## src/rtl/wb_pkg.sv

```systemverilog
// wb_pkg: shared definitions for the registered MIPS writeback stage.
//   - load-size codes used by the MEM stage and the alignment unit
//   - writeback slot state encoding
//   - instruction bit positions of the rd/rt register fields
package wb_pkg;

  // Load access size carried with a load instruction
  localparam logic [1:0] LS_BYTE  = 2'b00;
  localparam logic [1:0] LS_HALF  = 2'b01;
  localparam logic [1:0] LS_WORD  = 2'b10;
  localparam logic [1:0] LS_DWORD = 2'b11;

  // Writeback slot states
  typedef enum logic [1:0] {
    WB_EMPTY    = 2'd0,  // slot free
    WB_WAIT_MEM = 2'd1,  // load captured, waiting for read data
    WB_COMMIT   = 2'd2,  // slot holds final data, writing this cycle
    WB_DRAIN    = 2'd3   // flushed load, swallowing its pending read data
  } wb_state_e;

  // Register fields inside the 32-bit instruction word
  localparam int RD_HI = 15;
  localparam int RD_LO = 11;
  localparam int RT_HI = 20;
  localparam int RT_LO = 16;

endpackage

```

## src/rtl/wb_load_align.sv

```systemverilog
// wb_load_align: combinational load-data lane select and extension.
// Memory data is big-endian: byte lane 0 sits in the most significant byte.
//
// Ports:
//   i_rdata    [DATA_W-1:0]  raw memory read data
//   i_offset   [OFF_W-1:0]   low address bits of the load
//   i_size     [1:0]         LS_BYTE / LS_HALF / LS_WORD / LS_DWORD
//   i_unsigned               1: zero-extend, 0: sign-extend
//   o_data     [DATA_W-1:0]  aligned, extended load value
module wb_load_align
  import wb_pkg::*;
#(
  parameter int DATA_W = 32,
  localparam int NB    = DATA_W / 8,
  localparam int OFF_W = $clog2(NB)
) (
  input  logic [DATA_W-1:0] i_rdata,
  input  logic [OFF_W-1:0]  i_offset,
  input  logic [1:0]        i_size,
  input  logic              i_unsigned,
  output logic [DATA_W-1:0] o_data
);

  logic [7:0]       w_bytes [NB];
  logic [OFF_W-1:0] w_lane_h;
  logic [OFF_W-1:0] w_lane_w;
  logic [7:0]       w_byte;
  logic [15:0]      w_half;
  logic [31:0]      w_word;
  logic [DATA_W-1:0] w_byte_ext;
  logic [DATA_W-1:0] w_half_ext;
  logic [DATA_W-1:0] w_word_ext;

  // Split the data into big-endian byte lanes
  generate
    for (genvar gi = 0; gi < NB; gi++) begin : g_lane
      assign w_bytes[gi] = i_rdata[DATA_W-1-8*gi -: 8];
    end
  endgenerate

  // Half ignores offset bit 0, word ignores the low two bits; for a
  // 64-bit datapath this leaves offset[2] as the word lane select.
  assign w_lane_h = i_offset & ~OFF_W'(1);
  assign w_lane_w = i_offset & ~OFF_W'(3);

  assign w_byte = w_bytes[i_offset];
  assign w_half = {w_bytes[w_lane_h], w_bytes[w_lane_h | OFF_W'(1)]};
  assign w_word = {w_bytes[w_lane_w],              w_bytes[w_lane_w | OFF_W'(1)],
                   w_bytes[w_lane_w | OFF_W'(2)],  w_bytes[w_lane_w | OFF_W'(3)]};

  // Width casts of a signed operand sign-extend; this also keeps the
  // word case legal when DATA_W is exactly 32.
  assign w_byte_ext = i_unsigned ? DATA_W'(w_byte) : DATA_W'($signed(w_byte));
  assign w_half_ext = i_unsigned ? DATA_W'(w_half) : DATA_W'($signed(w_half));
  assign w_word_ext = i_unsigned ? DATA_W'(w_word) : DATA_W'($signed(w_word));

  always_comb begin
    o_data = i_rdata;
    case (i_size)
      LS_BYTE:  o_data = w_byte_ext;
      LS_HALF:  o_data = w_half_ext;
      LS_WORD:  o_data = w_word_ext;
      // A 32-bit datapath has no dword; it behaves as a word load.
      LS_DWORD: o_data = (DATA_W == 64) ? i_rdata : w_word_ext;
      default:  o_data = i_rdata;
    endcase
  end

endmodule

```

## src/rtl/wb_stage_seq.sv

```systemverilog
// wb_stage_seq: registered MIPS writeback stage.
// One-entry MEM/WB slot that waits for late load data, drops flushed
// loads, aligns/extends load data and drives a one-cycle register-file
// write strobe.
//
// Optional feature: define WB_RETIRE_CNT_EN to add the retire_cnt output,
// a 32-bit wrapping count of COMMIT cycles.
//
// Ports:
//   clk, rst                   clock, asynchronous active-high reset
//   in_valid / in_ready        MEM stage handshake
//   in_instr                   instruction word (rd/rt fields)
//   in_pc_plus_4               link value for jal
//   in_alu_result              ALU result / load address
//   in_jal, in_mem_to_reg, in_reg_dst, in_reg_write   control bits
//   in_load_size, in_load_unsigned                    load format
//   in_flush                   kill incoming / waiting work
//   mem_rvalid, mem_rdata      memory read return
//   rf_we, rf_waddr, rf_wdata  register-file write port
//   retire_cnt                 (WB_RETIRE_CNT_EN only) commit counter
module wb_stage_seq
  import wb_pkg::*;
#(
  parameter int DATA_W   = 32,
  parameter int REG_AW   = 5,
  parameter int LINK_REG = 31,
  localparam int OFF_W   = $clog2(DATA_W / 8)
) (
  input  logic              clk,
  input  logic              rst,
  input  logic              in_valid,
  output logic              in_ready,
  input  logic [31:0]       in_instr,
  input  logic [DATA_W-1:0] in_pc_plus_4,
  input  logic [DATA_W-1:0] in_alu_result,
  input  logic              in_jal,
  input  logic              in_mem_to_reg,
  input  logic              in_reg_dst,
  input  logic              in_reg_write,
  input  logic [1:0]        in_load_size,
  input  logic              in_load_unsigned,
  input  logic              in_flush,
  input  logic              mem_rvalid,
  input  logic [DATA_W-1:0] mem_rdata,
  output logic              rf_we,
  output logic [REG_AW-1:0] rf_waddr,
  output logic [DATA_W-1:0] rf_wdata
`ifdef WB_RETIRE_CNT_EN
  ,
  output logic [31:0]       retire_cnt
`endif
);

  wb_state_e         r_state;
  wb_state_e         w_state_next;
  logic [REG_AW-1:0] r_waddr;
  logic [DATA_W-1:0] r_wdata;
  logic              r_reg_write;
  logic [OFF_W-1:0]  r_offset;
  logic [1:0]        r_load_size;
  logic              r_load_unsigned;

  logic              w_accept;
  logic              w_is_load;
  logic              w_commit;
  logic [REG_AW-1:0] w_dest;
  logic [DATA_W-1:0] w_load_data;
  logic              w_unused_instr;

  // Only the rd/rt fields matter here; the rest of the word is decoded upstream.
  assign w_unused_instr = ^{in_instr[31:21], in_instr[10:0]};

  assign w_accept  = in_valid & in_ready & ~in_flush;
  // jal wins over mem_to_reg: a jal never waits for memory.
  assign w_is_load = in_mem_to_reg & ~in_jal;
  assign w_commit  = (r_state == WB_COMMIT);

  always_comb begin
    w_dest = in_reg_dst ? REG_AW'(in_instr[RD_HI:RD_LO]) : REG_AW'(in_instr[RT_HI:RT_LO]);
    if (in_jal) begin
      w_dest = REG_AW'(LINK_REG);
    end
  end

  // Alignment uses the captured address and format, not the live inputs,
  // since the MEM stage has moved on by the time the data returns.
  wb_load_align #(
    .DATA_W (DATA_W)
  ) u_load_align (
    .i_rdata    (mem_rdata),
    .i_offset   (r_offset),
    .i_size     (r_load_size),
    .i_unsigned (r_load_unsigned),
    .o_data     (w_load_data)
  );

  // State register and slot
  always_ff @(posedge clk or posedge rst) begin
    if (rst) begin
      r_state         <= WB_EMPTY;
      r_waddr         <= '0;
      r_wdata         <= '0;
      r_reg_write     <= 1'b0;
      r_offset        <= '0;
      r_load_size     <= LS_BYTE;
      r_load_unsigned <= 1'b0;
    end else begin
      r_state <= w_state_next;
      if (w_accept) begin
        r_waddr         <= w_dest;
        r_wdata         <= in_jal ? in_pc_plus_4 : in_alu_result;
        r_reg_write     <= in_reg_write;
        r_offset        <= in_alu_result[OFF_W-1:0];
        r_load_size     <= in_load_size;
        r_load_unsigned <= in_load_unsigned;
      end else if ((r_state == WB_WAIT_MEM) && mem_rvalid && !in_flush) begin
        r_wdata <= w_load_data;
      end
    end
  end

  // Next state and outputs
  always_comb begin
    w_state_next = r_state;
    in_ready     = 1'b0;
    rf_we        = 1'b0;
    rf_waddr     = '0;
    rf_wdata     = '0;

    case (r_state)
      WB_EMPTY: begin
        in_ready = 1'b1;
        if (w_accept) begin
          w_state_next = w_is_load ? WB_WAIT_MEM : WB_COMMIT;
        end
      end
      WB_WAIT_MEM: begin
        // Flush with data in the same cycle: the data is simply dropped.
        if (mem_rvalid && in_flush) begin
          w_state_next = WB_EMPTY;
        end else if (mem_rvalid) begin
          w_state_next = WB_COMMIT;
        end else if (in_flush) begin
          w_state_next = WB_DRAIN;
        end
      end
      WB_DRAIN: begin
        if (mem_rvalid) begin
          w_state_next = WB_EMPTY;
        end
      end
      WB_COMMIT: begin
        // The committing instruction is older than any flush, so it always writes.
        in_ready = 1'b1;
        rf_we    = r_reg_write & (r_waddr != '0);
        rf_waddr = r_waddr;
        rf_wdata = r_wdata;
        if (w_accept) begin
          w_state_next = w_is_load ? WB_WAIT_MEM : WB_COMMIT;
        end else begin
          w_state_next = WB_EMPTY;
        end
      end
      default: w_state_next = WB_EMPTY;
    endcase
  end

`ifdef WB_RETIRE_CNT_EN
  logic [31:0] r_retire_cnt;

  // Counts every COMMIT cycle, including r0 and non-writing commits.
  always_ff @(posedge clk or posedge rst) begin
    if (rst) begin
      r_retire_cnt <= 32'd0;
    end else if (w_commit) begin
      r_retire_cnt <= r_retire_cnt + 32'd1;
    end
  end

  assign retire_cnt = r_retire_cnt;
`else
  logic w_unused_commit;
  assign w_unused_commit = w_commit;
`endif

endmodule
```

## config.mk

```make
export PLATFORM = sky130hd
export DESIGN_NAME = wb_stage_seq
export DESIGN_NICKNAME = d
export VERILOG_FILES = /design/src/rtl/wb_pkg.sv /design/src/rtl/wb_load_align.sv /design/src/rtl/wb_stage_seq.sv
export SDC_FILE = /design/constraint.sdc
export NUM_CORES = 1
export LEC_CHECK = 0
export ABC_AREA = 0
export BUFFER_PORTS_ARGS = -buffer_cell sky130_fd_sc_hd__buf_4
export CAP_MARGIN = 20
export CORE_ASPECT_RATIO = 0.7
export CORE_MARGIN = 2
export CORE_UTILIZATION = 40
export DETAILED_ROUTE_END_ITERATION = 16
export PLACE_DENSITY = 0.74
export SLEW_MARGIN = 20
export SYNTH_ARGS = -nofsm -noshare
export SYNTH_HDL_FRONTEND = slang
export SYNTH_SLANG_ARGS = --single-unit
export TNS_END_PERCENT = 50
```

## constraint.sdc

```tcl
create_clock -name clk -period 1.6 [get_ports clk]
set_clock_uncertainty 0.05 [all_clocks]
set_input_delay 0.32 -clock clk [delete_from_list [all_inputs] [get_ports clk]]
set_output_delay 0.32 -clock clk [all_outputs]
set_load 0.02 [all_outputs]
```

==> run summary, run 1 <==
multiplexer area fraction after synthesis = 15.3%
DR vias/cell = 5.70
I/O pins = 179
startpoint types = flop
Final GP Congestion = 0.905
Reg clk slew, reported paths = 0.08 ns
IO buf count = 156
Remaining Overflow, GRT = 0
ys async rst share = 100%
#FFs+latches synth = 45
xor-xnor portion of the synthesized cell area = 0%
htree depth = 2
Arrival @ worst endpoint = 1.50 ns
TritonCTS clock tree = yes
vias in the first global route = 3,369
Die X-Extent = 108 um
Crit Path Category = reg2out
DR WL/cell = 18.2 um
Slew HR = 73.7%
Top Family by Delay on Critical Path = flip-flops
Non-Filler Instances = 587
Clock Path Buffers = 2
Num CTS Buffers = 5
worst path bufs/invs = 1
Critical Path Slowest Stage Cell = dfrtp_1
Skew-Pair Late Insertion Delay = 0.29 ns
clk root buf = clkbuf_8
RSZ-0062 raised after global routing = yes
Crit path required time = 1.23 ns
CP Cell Sequence = or3_1 > o311a_1 > buf_6
Total Routed Length = 10.7 mm
Pre-antenna DRT Iters = 6
syn_nets = 459
CP endpoint kind = primary output
drt first-iter violations = 205
worst IR drop on VDD = 0.364 mV
Leakage = 2.32 nW
main flop type after synthesis = dfrtp_1
layout net count = 629
share of layout cells above drive strength 1 = 56.0%
Synth-to-Final Area Change = 64.9%
largest family of logic cells by synthesized area = compound AO/OA/AOI/OAI gates
Hold Slack = 0.163 ns
dpl ws = -0.239 ns
simple logic cell fraction of the synthesized area = 18.5%
initial antenna violation count = 0
most common cell after layout, fill and taps aside = buf_4
first-pass GRT wire length = 16.4 mm
Ys Warns = 0
Crit Path Max Fanout = 2
area of the mapped netlist = 3010 um^2
Core ar. = 7290 um^2
total track usage = 24.9%
most frequent cells in the layout = buf_4 (138), dfrtp_1 (45), buf_6 (44)
overall via count from detail_route = 3,343
Mapped Cells = 319
Post-Place Cells = 574
DRC violations left = 0
Fmax achieved = 533 MHz
Filler cells = 590
failing checks = setup timing
Die H = 76.5 um
Post-DRT Antenna Nets = 0
Slew Viols, Final = 0
Worst-Margin Slew = 0.393 ns
status = complete, but fails checks
row count = 26
number of synthesized flops with an enable pin = 0
Compound-Gate Fraction of Synth Area = 24.4%
Sum Neg Setup Slack = -8.28 ns
CTS Sinks = 45
final hold violation count = 0
share of the yosys chip area belonging to registers = 37.5%
min Tclk post-route = 1.87 ns
Final setup viols = 43
Adder-Cell Fraction of Synth Area = 0%
Max-Cap Viols = 0
slowest stage delay, CP = 0.38 ns
overall power = 3.80 mW
ANT cells = 0
final worst slack = -0.275 ns
syn_area_per_cell = 9.42 um^2
Starting Density = 41.2%
Tcrit/Tclk final = 117%
Cell Pwr Density = 766 nW/um^2
Netlist cell types = 40
maximum number of pins on one net before global-route repair = 34
Hold WC Path Type = in2reg
dpl hpwl = 7.90 mm
die area = 8230 um^2
==> synthesized netlist by cell type (2+ instances only) <==
| master | n | share of area, % |
|---|---|---|
| or3_1 | 2 | 0.42 |
| a2111oi_0 | 3 | 0.87 |
| a2111oi_2 | 2 | 1.0 |
| a221oi_1 | 6 | 1.7 |
| a221o_1 | 6 | 2.0 |
| nand2_1 | 34 | 4.2 |
| o21ai_0 | 8 | 1.3 |
| buf_2 | 11 | 1.8 |
| nand2b_1 | 3 | 0.62 |
| a22oi_1 | 8 | 2.0 |
| o22ai_1 | 19 | 4.0 |
| mux2_2 | 31 | 12 |
| a222oi_1 | 13 | 4.3 |
| a31oi_1 | 2 | 0.42 |
| nor2b_1 | 6 | 1.2 |
| mux2i_1 | 11 | 3.7 |
| nor2_1 | 16 | 2.0 |
| a22o_1 | 7 | 2.0 |
| a21oi_1 | 14 | 2.3 |
| inv_1 | 3 | 0.37 |
| clkbuf_1 | 15 | 1.9 |
| and2_1 | 37 | 7.7 |
| dfrtp_1 | 45 | 37 |
==> cells by family after synthesis <==
logic type / after synthesis
compound gates: 96
buf+inv: 30
mux: 42
simple gates: 106
flops: 45
==> registers in the layout (all words and copies together), names as in the netlist <==
name and flops:
r_waddr 5, r_offset 2, r_load_unsigned 1, r_reg_write 1, r_state 2, r_load_size 2, r_wdata 32
==> metal layers <==
layer / global-route usage, % / up-vias / share of wire [%]
met5: 0 / - / 0
met4: 6.15 / 0 / 1.3
met3: 5.39 / 15 / 8.1
met2: 43.1 / 148 / 51
met1: 31.5 / 1633 / 40
li1: - / 1547 / -
==> what timing repair did <==
item,4_1_cts,5_1_grt
gates resized for setup,50,35
endpoints found under the setup margin,70,76
pin swaps,2,22
hold buffers,1,0
hold endpoints to repair,16,0
buffers inserted,2,3
==> final timing paths <==
path	end	start	slack, ns	cells past startpoint
worst min-delay path	r_reg_write	in_reg_write	0.16	3
worst min register to register	r_reg_write	r_reg_write	0.44	2
min in group asynchronous	r_state[0]	rst	0.52	3
max in group asynchronous	r_wdata[30]	rst	0.47	4
worst max-delay path	rf_we	r_waddr[2]	-0.27	3
worst max register to register	r_waddr[1]	r_state[0]	-0.13	5
==> power by group <==
part,internal (mW),switching [mW]
logic,0.874,0.737
registers,1.34,0.120
clock network,0.342,0.390
total,2.55,1.25
==> cell type report <==
cell class | count | area, um^2 | area share, %
multi-input combinational | 244 | 1930 | 38.9
timing repair buffer | 190 | 1680 | 33.8
sequential | 45 | 1130 | 22.7
tap | 98 | 123 | 2.47
clock buffer | 6 | 82.6 | 1.67
inverter | 3 | 13.8 | 0.278
clock inverter | 1 | 7.51 | 0.151
==> worst min-delay path: cells and delay by family <==
kind                   cells  cell delay (ns)
and+or+nand+nor            2             0.08
buffers and inverters      1             0.08
==> stage by stage <==
| step | util (%) | cell area [um^2] |
|---|---|---|
| 6_report | 68.0 | 4960 |
| 5_1_grt | 68.0 | 4960 |
| 4_1_cts | 65.7 | 4790 |
| 3_5_place_dp | 61.6 | 4490 |
| 3_3_place_gp | 61.6 | 4490 |
| 2_1_floorplan | - | 3020 |
Note: power is estimated with default switching activity, not from simulation.
==> run 2: changes to the inputs <==
--- a/config.mk
+++ b/config.mk
@@ -12,7 +12,7 @@
 export CORE_MARGIN = 2
 export CORE_UTILIZATION = 40
 export DETAILED_ROUTE_END_ITERATION = 16
-export PLACE_DENSITY = 0.74
+export PLACE_DENSITY_LB_ADDON = 0.2
 export SLEW_MARGIN = 20
 export SYNTH_ARGS = -nofsm -noshare
 export SYNTH_HDL_FRONTEND = slang
==> run summary, run 2 (synthesized netlist as in run 1, its figures left out) <==
status = complete, but fails checks
failing checks = hold timing, setup timing
Skew-Pair Late Insertion Delay = 0.29 ns
Remaining Overflow, GRT = 0
most frequent cells in the layout = buf_4 (173), dfrtp_1 (45), nand2_1 (33)
Max-Cap Viols = 0
Starting Density = 41.2%
maximum number of pins on one net before global-route repair = 46
IO buf count = 156
max FFs per register = 32
DRC violations left = 0
Internal = 2.52 mW
Crit Path Max Fanout = 5
share of layout cells above drive strength 1 = 54.9%
CTS Sinks = 45
Die H = 76.5 um
Final setup viols = 75
final worst slack = -0.333 ns
RSZ-0062 raised after global routing = yes
DR vias/cell = 5.70
Post-DRT Antenna Nets = 0
Sw Ratio = 33.2%
layout net count = 638
Synth-to-Final Area Change = 63.1%
Fmax achieved = 517 MHz
ANT cells = 0
Total Routed Length = 11.1 mm
slowest stage delay, CP = 0.40 ns
Pre-antenna DRT Iters = 9
final hold violation count = 5
Hold WC Path Type = in2async
Tcrit/Tclk final = 121%
sequential share of power = 38.7%
Switch Pwr = 1.25 mW
Slew Viols, Final = 0
Top cell by count, worst path = buf_6
Leakage = 2.33 nW
Final GP Congestion = 0.857
first-pass GRT wire length = 17.2 mm
initial antenna violation count = 0
Comb pwr share = 43.0%
Crit Path Category = reg2out
vias in the first global route = 3,486
Cell Pwr Density = 769 nW/um^2
most common cell after layout, fill and taps aside = buf_4
total track usage = 26.7%
Filler cells = 643
row count = 26
biggest regs = r_wdata x32, r_waddr x5
Post-Place Cells = 581
overall via count from detail_route = 3,400
dpl hpwl = 8.03 mm
CP Cell Sequence = buf_6 > nor2b_4 > buf_6 > buf_12 > o311a_1 > buf_4
Num CTS Buffers = 5
worst IR drop on VDD = 0.388 mV
Crit path required time = 1.23 ns
Core ar. = 7290 um^2
Slew HR = 63.6%
Clock Path Buffers = 2
startpoint types = flop
DR WL/cell = 18.7 um
Hold Slack = -0.00729 ns
hold_buf cts = 0
die area = 8230 um^2
clk root buf = clkbuf_8
min Tclk post-route = 1.93 ns
TritonCTS clock tree = yes
Worst-Margin Slew = 0.545 ns
CP endpoint kind = primary output
Reg clk slew, reported paths = 0.08 ns
htree depth = 2
most flop-heavy register = r_wdata
Critical Path Slowest Stage Cell = dfrtp_1
Non-Filler Instances = 597
Die X-Extent = 108 um
share of power burned in the clock network = 18.3%
dpl ws = -0.232 ns
I/O pins = 179
Arrival @ worst endpoint = 1.56 ns
drt first-iter violations = 256
## run 2: cell types whose count changed in the layout (fill, tap and decap cells not counted), moves of 3 or more
| cell | change |
|---|---|
| o21ai_1 | +3 |
| and2_1 | +3 |
| clkbuf_1 | +3 |
| buf_6 | -26 |
| o21ai_0 | -4 |
| o22ai_1 | +5 |
| o22ai_2 | -5 |
| buf_4 | +35 |
## run 2: routing by layer
metal / GRT usage (%) / vias to the layer above / share of wire (%)
li1: - / 1571 / -
met1: 34.6 / 1629 / 40
met2: 43.9 / 179 / 48
met3: 6.50 / 21 / 9.2
met4: 8.21 / 0 / 2.1
met5: 0 / - / 0
## run 2: through the flow
step           area (um^2)  utilization [%]  total power, mW  setup TNS [ns]
6_report              4900             67.3             3.77          -14.28
5_1_grt               4900             67.3             3.99          -19.30
4_1_cts               4860             66.7             3.75          -12.28
3_5_place_dp          4540             62.3             2.93           -4.38
3_3_place_gp          4540             62.3             2.87           -2.63
2_1_floorplan         3020                -             2.23         -0.0882
## run 2: power by group through the flow
stage / Combinational (mW) / Sequential (mW) / Clock (mW)
4_1_cts: 1.59 / 1.45 / 0.699
3_3_place_gp: 1.41 / 1.46 / 0
3_5_place_dp: 1.46 / 1.47 / 0
2_1_floorplan: 0.805 / 1.43 / 0
5_1_grt: 1.75 / 1.48 / 0.756
6_report: 1.62 / 1.46 / 0.689
## run 2: final cells by class
cell class / instances / area, um^2 / area share [%]
Multi-Input combinational cell: 244 / 1890 / 38.5
Timing Repair Buffer: 199 / 1680 / 34.2
Sequential cell: 45 / 1130 / 23.0
Tap cell: 98 / 123 / 2.50
Clock buffer: 8 / 80.1 / 1.63
Inverter: 3 / 11.3 / 0.230
## run 2: critical path, delay by kind of cell (launching register included)
kind / cells / cell delay, ns
buf+inv: 4 / 0.54
flops: 1 / 0.40
simple gates: 1 / 0.17
compound gates: 1 / 0.16
## run 2: worst paths after layout
kind / startpoint / to / slack, ns / cells past startpoint
setup / recovery: r_state[0] / rf_we / -0.33 / 6
hold / removal: rst / r_wdata[26] / -0.007 / 3
setup reg to reg: r_state[0] / r_waddr[1] / -0.24 / 6
hold reg to reg: r_wdata[4] / r_wdata[4] / 0.46 / 1
max in group asynchronous: rst / r_wdata[24] / 1.27 / 3
min in group clk: in_load_unsigned / r_load_unsigned / 0.17 / 3
## run 2: repair_timing
action / 4_1_cts / 5_1_grt
resized for setup: 39 / 17
cloned: 3 / 0
pin swaps: 32 / 1
setup buffers: 5 / 1
endpoints found under the setup margin: 75 / 75
endpoints found under the hold margin: 0 / 0
